--- src/rtl/dff_delay_line_param.sv ---
// Parametrised multi-bit delay line with runtime tap select, stall, sync clear,
// per-stage valid tracking, fill status and out-of-range select flag.
module dff_delay_line_param #(
    parameter int unsigned      WIDTH       = 8,
    parameter int unsigned      MAX_DEPTH   = 16,
    parameter int unsigned      SEL_W       = 4,
    parameter logic [WIDTH-1:0] RESET_VALUE = '0
) (
    input  logic             CLK,
    input  logic             RST,
    input  logic             en,
    input  logic             clr,
    input  logic             in_valid,
    input  logic [WIDTH-1:0] in_data,
    input  logic [SEL_W-1:0] delay_sel,
    output logic [WIDTH-1:0] out_data,
    output logic             out_valid,
    output logic             primed,
    output logic             sel_err
);

    localparam int unsigned      IDX_W    = (MAX_DEPTH > 1) ? $clog2(MAX_DEPTH) : 1;
    localparam int unsigned      CNT_W    = $clog2(MAX_DEPTH + 1);
    localparam logic [SEL_W-1:0] MAX_SEL  = SEL_W'(MAX_DEPTH - 1);
    localparam logic [IDX_W-1:0] MAX_IDX  = IDX_W'(MAX_DEPTH - 1);
    localparam logic [CNT_W-1:0] FULL_CNT = CNT_W'(MAX_DEPTH);

    logic [WIDTH-1:0]     stage_q [MAX_DEPTH];
    logic [WIDTH-1:0]     stage_d [MAX_DEPTH];
    logic [MAX_DEPTH-1:0] vld_q, vld_d;
    logic [CNT_W-1:0]     fill_q, fill_d;
    logic [IDX_W-1:0]     sel_q, sel_d;
    logic                 sel_err_q, sel_err_d;

    always_comb begin
        stage_d = stage_q;
        vld_d   = vld_q;
        fill_d  = fill_q;
        if (clr) begin
            for (int unsigned i = 0; i < MAX_DEPTH; i++) begin
                stage_d[i] = RESET_VALUE;
            end
            vld_d  = '0;
            fill_d = '0;
        end else if (en) begin
            stage_d[0] = in_data;
            for (int unsigned i = 1; i < MAX_DEPTH; i++) begin
                stage_d[i] = stage_q[i-1];
            end
            vld_d = {vld_q[MAX_DEPTH-2:0], in_valid};
            if (fill_q != FULL_CNT) begin
                fill_d = fill_q + CNT_W'(1);
            end
        end
    end

    // Tap select tracks delay_sel every edge, regardless of en/clr; kept in
    // index width since the clamped value always fits.
    always_comb begin
        sel_err_d = (delay_sel > MAX_SEL);
        sel_d     = sel_err_d ? MAX_IDX : delay_sel[IDX_W-1:0];
    end

    always_ff @(posedge CLK or negedge RST) begin
        if (!RST) begin
            for (int unsigned i = 0; i < MAX_DEPTH; i++) begin
                stage_q[i] <= RESET_VALUE;
            end
            vld_q     <= '0;
            fill_q    <= '0;
            sel_q     <= '0;
            sel_err_q <= 1'b0;
        end else begin
            stage_q   <= stage_d;
            vld_q     <= vld_d;
            fill_q    <= fill_d;
            sel_q     <= sel_d;
            sel_err_q <= sel_err_d;
        end
    end

    assign out_data  = stage_q[sel_q];
    assign out_valid = vld_q[sel_q];
    assign primed    = (32'(fill_q) > 32'(sel_q));
    assign sel_err   = sel_err_q;

endmodule

--- config.mk ---
export PLATFORM = sky130hd
export DESIGN_NAME = dff_delay_line_param
export DESIGN_NICKNAME = d
export VERILOG_FILES = /design/src/rtl/dff_delay_line_param.sv
export SDC_FILE = /design/constraint.sdc
export NUM_CORES = 1
export LEC_CHECK = 0
export ABC_CLOCK_PERIOD_IN_PS = 2450
export BUFFER_PORTS_ARGS = -buffer_cell sky130_fd_sc_hd__buf_2
export CORE_AREA = 2 2 148 150
export CTS_BUF_LIST = sky130_fd_sc_hd__clkbuf_8
export CTS_CLUSTER_DIAMETER = 40
export DETAILED_ROUTE_END_ITERATION = 16
export DIE_AREA = 0 0 150 152
export GPL_TIMING_DRIVEN = 0
export SYNTH_ARGS = -nofsm -noshare
export SYNTH_HDL_FRONTEND = slang
export SYNTH_SLANG_ARGS = --single-unit
--- constraint.sdc ---
create_clock -name CLK -period 2.45 [get_ports CLK]
set_clock_uncertainty 0.05 [all_clocks]
set_input_delay 0.245 -clock CLK [delete_from_list [all_inputs] [get_ports CLK]]
set_output_delay 0.245 -clock CLK [all_outputs]
set_load 0.02 [all_outputs]
==> results of run 1 <==
## Yosys cell counts, types with 6 or more instances
cell	n
sky130_fd_sc_hd__dfrtp_1	153
sky130_fd_sc_hd__nor2_1	152
sky130_fd_sc_hd__mux2i_1	144
sky130_fd_sc_hd__mux4_2	21
sky130_fd_sc_hd__a22oi_1	18
sky130_fd_sc_hd__buf_2	18
sky130_fd_sc_hd__clkbuf_1	18
sky130_fd_sc_hd__mux4_1	14
sky130_fd_sc_hd__nand2_1	12
sky130_fd_sc_hd__ha_1	6
sky130_fd_sc_hd__inv_1	6
## metrics by stage
step	total power, mW	cells	instance area (µm²)
after floorplan	2.864	586	7321
after global placement	3.002	890	7791
after detailed placement	3.021	891	7825
after CTS	5.133	940	8489
after global routing	5.328	948	8721
final	5.110	948	8721
## worst register-to-register path: stages, from the launching register on
cell,delay [ns]
sky130_fd_sc_hd__dfrtp_1,0.40
sky130_fd_sc_hd__inv_1,0.14
sky130_fd_sc_hd__ha_1,0.18
sky130_fd_sc_hd__nand4bb_1,0.16
sky130_fd_sc_hd__nand3_1,0.13
sky130_fd_sc_hd__xor2_1,0.16
sky130_fd_sc_hd__nor2_1,0.06
## routing by layer
layer	wire (µm)	GRT usage, %	vias up	part of all wire, %
li1	-	-	2185	-
met1	7988	21.04	2496	46
met2	8481	24.01	99	49
met3	533	2.553	27	3.1
met4	398	7.862	0	2.3
met5	0	0	-	0
## state kept, by name, indices dropped and copies added, names as in the netlist
name / flops
stage_q: 128
vld_q: 16
fill_q: 5
sel_q: 4
## kinds of logic (layout without fill, tap and decap cells)
family / Yosys count / after routing
muxes: 180 / 180
and+or+nand+nor: 170 / 170
DFF: 153 / 153
buffers and inverters: 49 / 131
AOI/OAI and AO/OA: 23 / 23
adders and majority gates: 6 / 6
xor gates and xnor gates: 4 / 4
other: 1 / 1
## final timing paths
| check | start | endpoint | slack [ns] | cells past startpoint |
|---|---|---|---|---|
| worst max-delay path | sel_q[0] | out_data[7] | -0.08 | 6 |
| worst min-delay path | RST | vld_q[6] | 0.28 | 2 |
| worst max register to register | fill_q[0] | fill_q[2] | 1.04 | 6 |
| worst min register to register | stage_q[3] | stage_q[3] | 0.48 | 2 |
| max in group asynchronous | RST | sel_q[0] | 1.18 | 3 |
| min in group CLK | clr | stage_q[71] | 0.32 | 3 |
## report_power, final
group / total [mW] / internal (mW) / switching, mW / leakage [nW]
logic: 0.465 / 0.191 / 0.273 / 1.91
registers: 2.57 / 2.55 / 0.0242 / 2.12
clock network: 2.07 / 1.16 / 0.914 / 0.233
## layout make-up
cell class                 instances  area [µm²]
sequential                       153        3830
fill                            2028       12630
multi-input combinational        384        3297
inverter                           6       22.52
clock buffer                      23       316.6
buffer                            43       281.5
clock inverter                     9       121.4
tap                              280       350.3
timing repair buffer              50       501.7
## repair_timing
action	4_1_cts	5_1_grt
pin swaps	0	20
gates resized for setup	25	48
endpoints found under the hold margin	73	0
buffers inserted	2	6
hold buffers	14	0
cloned	1	3
setup endpoints to repair	10	10
==> run metrics, run 1 <==
run status=finished, violations left; failing checks=negative setup slack; leakage power summed over all cells=4.263 nW; number of I/O port buffers=24; Yosys warning count=0; number of nets in the layout=678; clock latency on the worst-skew pair=0.46 ns; Std-Cell Core Area=21350 µm²; area share of the largest cell type after synthesis=a little over half; die height=152 µm; XOR/XNOR share of the synthesized area=0.4786%; number of enable-type register cells in the synthesized netlist=0; level count of the clock H-tree=4; aggregate global routing overflow=0; count of pins over their slew limit=0; highest net fanout along the worst path=8; signed area change from the synthesized netlist to the final layout=19.12%; drt first-iter violations=267; startpoint kind of the worst setup timing path=register; largest family of logic cells by synthesized area=multiplexers; Worst Hold Margin=0.2820 ns; total I/O pin count=28; hold violation total from the final report=0; placed wire-length estimate=11.54 mm; vias=between 4000 and 5000; sort of element at the end of the critical path=output port; net count after synthesis=609; Max-Cap Viols=0; RSZ-0062 raised after global routing=yes; Die Outline Area=22800 µm²; critical-path cell with the highest stage delay=sky130_fd_sc_hd__mux4_2; most frequent cells in the layout=sky130_fd_sc_hd__dfrtp_1 (152), sky130_fd_sc_hd__nor2_1 (148), sky130_fd_sc_hd__mux2i_1 (144); Syn Std Cell Area=7321 µm²; Power per Cell Area=585.9 nW/µm²; antenna violations before repair=0; Post-Syn Area per Cell=12.49 µm²; cell count after synthesis=586; Core Rows=54; chip width=about 150 µm; data arrival time of the critical path=2.23 ns; CTS clock-pin slew for the worst setup and hold paths=0.07 ns; share of synthesized area occupied by flip-flops and latches=52.30%; first-pass GRT wire length=26.95 mm; Fin Setup TNS=-0.3861 ns; Buf/Inv on CP=3; CTS sink cnt=153; Placer Congestion=0.7863; Place WS=-0.004209 ns; number of buffers created by CTS=17; Simple-Gate Fraction of Synth Area=8.956%; Synth Area in Adders=slightly above 1%; flip-flop and latch count after synthesis=153; first-pass iteration count of the detailed router=6; total wire length after detailed routing=roughly 17 mm; sequence of cells on the critical path=buf_12 -> clkbuf_16 -> mux4_2 -> a22oi_1 -> nand2_1 -> buf_6; effective utilization at floorplan=34.29%; Least-Margin Pin Slew=0.7200 ns; Finish-stage setup viols=9; critical setup path kind=register to output port; required time of the worst setup path=between 2 and 2.5 ns; number of global-route vias before repair=4770; Distinct cells, synth=25; part of the cycle the worst path needs=103.1%; post-layout util=about 41%; number of antenna repair diodes=0; library cell occupying the most area in the post-synthesis netlist=sky130_fd_sc_hd__dfrtp_1; share of final-layout standard cells stronger than drive strength 1=22.90%; primary flip-flop cell chosen by synthesis mapping=sky130_fd_sc_hd__dfrtp_1; vias per cell=5.071; proportion of synthesized area in mux cells=31.52%; maximum number of buffers from clock root to sink=2; synth top area cells=sky130_fd_sc_hd__dfrtp_1 (52%), sky130_fd_sc_hd__mux2i_1 (20%), sky130_fd_sc_hd__nor2_1 (7.8%), sky130_fd_sc_hd__mux4_2 (6.5%), sky130_fd_sc_hd__mux4_1 (5.0%); clock tree from TritonCTS=done; complex-gate fraction of the synthesized area=2.222%; DRC violation count after routing=0; top cell family by delay on the critical path=multiplexers; Clock Tree Root=sky130_fd_sc_hd__clkbuf_8; Slowest Stage Delay on Critical Path=approximately 0.52 ns; Hold WC Path Type=input port to async pin; largest net degree at the start of global routing=94; overall global routing resource usage=15.51%; remaining antenna violation count after routing=0; routed length per placed instance=18.36 µm; most frequent standard cell in the layout excluding fill and tap cells=sky130_fd_sc_hd__dfrtp_1; setup ws final=-0.07708 ns; peak supply drop=between 0.0003 and 0.0004 V; Post-synth ARST share=100.0%; worst-case headroom to the max-slew limit=51.95%; achievable frequency=between 300 and 400 MHz; min Tclk post-route=2.527 ns
No activity file was read; power rests on OpenSTA's default activity.
==> inputs of run 2 (changes only) <==
--- a/config.mk
+++ b/config.mk
@@ -12,7 +12,8 @@
 export CTS_CLUSTER_DIAMETER = 40
 export DETAILED_ROUTE_END_ITERATION = 16
 export DIE_AREA = 0 0 150 152
-export GPL_TIMING_DRIVEN = 0
+export GPL_TIMING_DRIVEN = 1
+export SLEW_MARGIN = 25
 export SYNTH_ARGS = -nofsm -noshare
 export SYNTH_HDL_FRONTEND = slang
 export SYNTH_SLANG_ARGS = --single-unit
==> run metrics, run 2 (synthesis gave the netlist of run 1 again) <==
run status=finished, violations left; failing checks=negative setup slack; number of global-route vias before repair=4649 (-2.5%); sequence of cells on the critical path=buf_12 -> buf_12 -> mux4_4 -> a22oi_2 -> nand2_1 -> buf_6; met2 wirelength from detailed routing=7.442 mm (-12%); Least-Margin Pin Slew=0.6948 ns (-0.02519 ns); Hold WC Path Type=input port to async pin; number of antenna repair diodes=0 (unchanged); largest net degree at the start of global routing=57 (-39%); remaining antenna violation count after routing=0 (unchanged); Slowest Stage Delay on Critical Path=0.64 ns (+0.12 ns); achievable frequency=400.5 MHz (+1.2%); Largest Register=stage_q; Finish-stage setup viols=3 (-6); effective utilization at floorplan=34.29% (unchanged); number of nets in the layout=649 (-4.3%); CTS clock-pin slew for the worst setup and hold paths=0.08 ns (about the same); leakage power summed over all cells=4.201 nW (-1.5%); critical setup path kind=register to output port; clock tree from TritonCTS=done; metal1 wirelength=7.179 mm (-10%); Power per Cell Area=573.9 nW/µm² (-2.1%); uppermost routed layer=met4; count of pins over their slew limit=0 (unchanged); sum of met3 wire segment lengths after detailed routing=354 µm (-34%); required time of the worst setup path=2.15 ns (about the same); crit-path most repeated cell=sky130_fd_sc_hd__buf_12; sort of element at the end of the critical path=output port; Buf/Inv on CP=3 (unchanged); most frequent cells in the layout=sky130_fd_sc_hd__dfrtp_1 (151), sky130_fd_sc_hd__nor2_1 (149), sky130_fd_sc_hd__mux2i_1 (144); chip width=150 µm (unchanged); post-layout util=39.94% (-0.90 points); number of buffers created by CTS=17 (unchanged); Final Non-Filler Cells=919 (-3.1%); critical-path cell with the highest stage delay=sky130_fd_sc_hd__mux4_4; worst-case headroom to the max-slew limit=53.63% (+1.7 points); routed length per placed instance=16.58 µm (-9.7%); die height=152 µm (unchanged); flip-flop count of the largest register, all copies and words added=128 (unchanged); number of stages on the worst setup path=6 (unchanged); most frequent standard cell in the layout excluding fill and tap cells=sky130_fd_sc_hd__dfrtp_1; total power=4.894 mW (-4.2%); drt first-iter violations=405 (+52%); level count of the clock H-tree=4 (unchanged); Worst Hold Margin=0.1615 ns (-0.1205 ns); CTS sink cnt=153 (unchanged); DRC violation count after routing=0 (unchanged); hold violation total from the final report=0 (unchanged); part of the cycle the worst path needs=101.9% (-1.2 points); antenna violations before repair=0 (unchanged); vias=4588 (-4.6%); maximum number of buffers from clock root to sink=2 (unchanged); largest registers ranked by flip-flop count=stage_q: 128 flops, vld_q: 16 flops, fill_q: 5 flops; Placer Congestion=0.7525 (-4.3%); data arrival time of the critical path=2.20 ns (-0.03 ns); clock latency on the worst-skew pair=0.46 ns (about the same); Core Rows=54 (unchanged); setup ws final=-0.04718 ns (+0.02990 ns); first-pass iteration count of the detailed router=5 (-1); Clock Tree Root=sky130_fd_sc_hd__clkbuf_8; placed wire-length estimate=9.055 mm (-22%); vias per cell=4.992 (-1.5%); cell count after placement=862 (-3.3%); peak supply drop=0.0003163 V (-7.0%); total wire length after detailed routing=15.24 mm (-12%); highest net fanout along the worst path=6 (-2); RSZ-0062 raised after global routing=yes; startpoint kind of the worst setup timing path=register; Std-Cell Core Area=21350 µm² (unchanged); Max-Cap Viols=0 (unchanged); top cell family by delay on the critical path=multiplexers; Die Outline Area=22800 µm² (unchanged); min Tclk post-route=2.497 ns (-0.02990 ns); Fin Setup TNS=-0.07294 ns (+0.3132 ns); first-pass GRT wire length=24.62 mm (-8.7%); number of I/O port buffers=26 (+8.3%); total I/O pin count=28 (unchanged); aggregate global routing overflow=0 (unchanged); share of final-layout standard cells stronger than drive strength 1=20.19% (-2.7 points); overall global routing resource usage=13.77% (-1.7 points); worst reg-to-reg path cell count=6 (unchanged); signed area change from the synthesized netlist to the final layout=16.49%
-- run 2: final timing paths --
check,start,end,slack (ns)
setup / recovery,sel_q[0],out_data[7],-0.05
hold / removal,RST,vld_q[13],0.16
setup reg to reg,fill_q[0],fill_q[2],1.03
hold reg to reg,vld_q[15],vld_q[15],0.48
max in group asynchronous,RST,sel_q[0],1.39
min in group CLK,en,fill_q[1],0.20
-- run 2: what timing repair did --
item                                    in CTS  in global routing
endpoints found under the hold margin       96                  0
buffers inserted                             1                  8
gates resized for setup                      3                 39
endpoints found under the setup margin       8                 10
hold buffers                                14                  0
cloned                                       1                  2
pin swaps                                    0                  9
-- run 2: through the flow --
step,area (µm²),setup WS [ns]
after detailed placement,7772,0.4148
final,8528,-0.04718
after floorplan,7321,0.3763
after CTS,8357,-0.06493
after global routing,8528,-0.1218
after global placement,7772,0.3936
-- run 2: layout make-up --
type                       count  area (µm²)
fill                        2046       12820
sequential                   153        3831
multi-input combinational    384        3271
timing repair buffer          64       664.4
tap                          280       350.3
clock buffer                  19       261.5
clock inverter                13       127.6
inverter                       6       22.52
-- run 2: per-layer routing --
layer,track usage [%],up-vias
met3,3.063,22
met4,4.852,0
met2,22.05,58
met1,18.46,2369
li1,-,2139
met5,0,-
-- run 2: where the power goes --
| group | switching (mW) | leakage, nW | internal [mW] |
|---|---|---|---|
| registers | 0.0249 | 2.12 | 2.55 |
| clock network | 0.936 | 0.195 | 0.946 |
| logic | 0.254 | 1.89 | 0.185 |
| total | 1.22 | 4.20 | 3.68 |
==> inputs of run 3 (changes only) <==
--- a/config.mk
+++ b/config.mk
@@ -7,12 +7,16 @@
 export LEC_CHECK = 0
 export ABC_CLOCK_PERIOD_IN_PS = 2450
 export BUFFER_PORTS_ARGS = -buffer_cell sky130_fd_sc_hd__buf_2
+export CELL_PAD_IN_SITES_DETAIL_PLACEMENT = 1
+export CELL_PAD_IN_SITES_GLOBAL_PLACEMENT = 1
 export CORE_AREA = 2 2 148 150
 export CTS_BUF_LIST = sky130_fd_sc_hd__clkbuf_8
 export CTS_CLUSTER_DIAMETER = 40
 export DETAILED_ROUTE_END_ITERATION = 16
 export DIE_AREA = 0 0 150 152
+export GPL_ROUTABILITY_DRIVEN = 0
 export GPL_TIMING_DRIVEN = 1
+export PLACE_DENSITY_LB_ADDON = 0.1
 export SLEW_MARGIN = 25
 export SYNTH_ARGS = -nofsm -noshare
 export SYNTH_HDL_FRONTEND = slang
==> run metrics, run 3 (synthesis gave the netlist of run 1 again) <==
min Tclk post-route=2.450 ns (-0.04713 ns); Core Rows=54 (unchanged); highest net fanout along the worst path=15 (+9); aggregate global routing overflow=0 (unchanged); Largest Register=stage_q; Fin Setup TNS=-0.00005063 ns (+0.07289 ns); peak supply drop=0.0003181 V (+0.58%); net switching component of the power=1.288 mW (+6.0%); worst-case headroom to the max-slew limit=54.34% (+0.71 points); hold violation total from the final report=0 (unchanged); die height=152 µm (unchanged); chip width=150 µm (unchanged); number of global-route vias before repair=5080 (+9.3%); number of filler instances in the final layout=2314 (+13%); cell-internal power=3.771 mW (+2.5%); largest net degree at the start of global routing=150 (+160%); Comb pwr share=8.8% (-0.2 points); achievable frequency=408.2 MHz (+1.9%); count of pins over their slew limit=0 (unchanged); total wire length after detailed routing=16.99 mm (+12%); antenna violations before repair=0 (unchanged); Die Outline Area=22800 µm² (unchanged); clock latency on the worst-skew pair=0.45 ns (about the same); Least-Margin Pin Slew=0.6850 ns (-0.009858 ns); vias=4640 (+1.1%); terminus of the critical flop-to-flop path=fill_q[0]; DRC violation count after routing=0 (unchanged); maximum number of buffers from clock root to sink=2 (unchanged); overall global routing resource usage=15.68% (+1.9 points); part of the cycle the worst path needs=100.0% (-1.9 points); routed length per placed instance=18.51 µm (+12%); drt first-iter violations=174 (-57%); met1 Resource Use GR=20.89% (+2.4 points); vias per cell=5.054 (+1.2%); Clock Tree Root=sky130_fd_sc_hd__clkbuf_8; run status=finished, violations left; most frequent standard cell in the layout excluding fill and tap cells=sky130_fd_sc_hd__nor2_1; required time of the worst setup path=2.15 ns (about the same); largest registers ranked by flip-flop count=stage_q: 128 flops, vld_q: 16 flops, fill_q: 5 flops; worst reg-to-reg path cell count=6 (unchanged); first-pass GRT wire length=27.70 mm (+12%); signed area change from the synthesized netlist to the final layout=16.75%; Hold WC Path Type=input port to async pin; failing checks=negative setup slack; CTS clock-pin slew for the worst setup and hold paths=0.09 ns (about the same); most frequent cells in the layout=sky130_fd_sc_hd__nor2_1 (152), sky130_fd_sc_hd__dfrtp_1 (151), sky130_fd_sc_hd__mux2i_1 (144); CTS sink cnt=153 (unchanged); number of I/O port buffers=26 (unchanged); first-pass iteration count of the detailed router=4 (-1); sort of element at the end of the critical path=output port; number of buffers created by CTS=17 (unchanged); Power per Cell Area=591.9 nW/µm² (+3.1%); met2 Usage GRT=26.24% (+4.2 points); most utilized layer in the global route result=met2; Place WS=0.4127 ns (-0.002101 ns); worst r2r src=fill_q[0]; level count of the clock H-tree=4 (unchanged); data arrival time of the critical path=2.16 ns (-0.04 ns); placed cell area=7797 µm² (+0.32%); sw frac=25.46% (+0.62 points); clock tree from TritonCTS=done; clock network fraction of total power=40.3% (+1.8 points); flip-flop count of the largest register, all copies and words added=128 (unchanged); Std-Cell Core Area=21350 µm² (unchanged); final design area excluding fillers=8547 µm² (+0.22%); number of nets in the layout=648 (-0.15%); Finish-stage setup viols=1 (-2); share of final-layout standard cells stronger than drive strength 1=17.87% (-2.3 points); total I/O pin count=28 (unchanged); Max-Cap Viols=0 (unchanged); placed wire-length estimate=9.494 mm (+4.9%); leakage power summed over all cells=4.266 nW (+1.6%); effective utilization at floorplan=34.29% (unchanged); startpoint kind of the worst setup timing path=register; remaining antenna violation count after routing=0 (unchanged); critical setup path kind=register to output port; sequential share of power=50.8% (-1.8 points); RSZ-0062 raised after global routing=yes; M3 GR Usage=2.763% (-0.30 points); worst reg-to-reg setup slack=1.06 ns (+0.03 ns); setup ws final=-0.00005063 ns (+0.04713 ns); number of antenna repair diodes=0 (unchanged)
[run 3: cell types whose count changed in the layout (fill, tap and decap cells not counted), sizes merged]
cell	delta
clkbuf	-1
inv	+1
bufinv	+1
buf	-1
clkinvlp	-1
[run 3: worst max path at each step]
stage | cells after the start | from | to | slack [ns]
floorplan | 7 | sel_q[1] | primed | 0.38
global placement | 5 | sel_q[0] | out_data[0] | 0.45
detailed placement | 5 | sel_q[0] | out_data[0] | 0.41
CTS | 5 | sel_q[0] | out_data[0] | -0.06
global route | 5 | sel_q[0] | out_data[5] | -0.12
finish | 5 | sel_q[0] | out_data[5] | -0.00005
[run 3: through the flow]
| step | power (mW) | util, % | cells | hold WS (ns) |
|---|---|---|---|---|
| floorplan | 2.864 | - | 586 | -0.1006 |
| global placement | 3.019 | 36.52 | 865 | 0.1449 |
| detailed placement | 3.027 | 36.52 | 865 | 0.1525 |
| CTS | 5.144 | 39.66 | 916 | 0.2275 |
| global route | 5.301 | 40.03 | 918 | 0.2476 |
| finish | 5.059 | 40.03 | 918 | 0.2388 |
[run 3: power by group through the flow]
stage / combinational (mW) / sequential, mW / clock (mW)
after floorplan: 0.253 / 2.61 / 0
final: 0.446 / 2.57 / 2.04
after global routing: 0.488 / 2.58 / 2.24
after detailed placement: 0.407 / 2.62 / 0
after global placement: 0.399 / 2.62 / 0
after CTS: 0.447 / 2.57 / 2.13
[run 3: repair_timing]
item,4_1_cts,5_1_grt
hold buffers,14,0
cloned,2,1
pin swaps,0,2
endpoints found under the setup margin,9,10
gates resized for setup,7,14
setup buffers,3,1
hold endpoints to repair,52,0
[run 3: worst max-delay path, cell delays in order, from the launching register on]
cell and delay (ns):
sky130_fd_sc_hd__dfrtp_2 0.45, sky130_fd_sc_hd__buf_12 0.19, sky130_fd_sc_hd__mux4_1 0.57, sky130_fd_sc_hd__a22oi_1 0.20
sky130_fd_sc_hd__nand2_1 0.11, sky130_fd_sc_hd__buf_2 0.17
[run 3: final cells by class]
| class | instances | area, µm² | area share [%] |
|---|---|---|---|
| tap | 280 | 350.3 | 4.099 |
| multi-input combinational | 384 | 3279 | 38.37 |
| clock buffer | 18 | 247.7 | 2.899 |
| inverter | 6 | 22.52 | 0.2635 |
| timing repair buffer | 63 | 641.9 | 7.510 |
| sequential | 153 | 3831 | 44.82 |
| clock inverter | 14 | 173.9 | 2.035 |
[run 3: layer usage]
layer / vias up / part of all wire (%)
li1: 2143 / -
met3: 14 / 1.7
met5: - / 0
met4: 0 / 1.1
met1: 2448 / 48
met2: 35 / 49
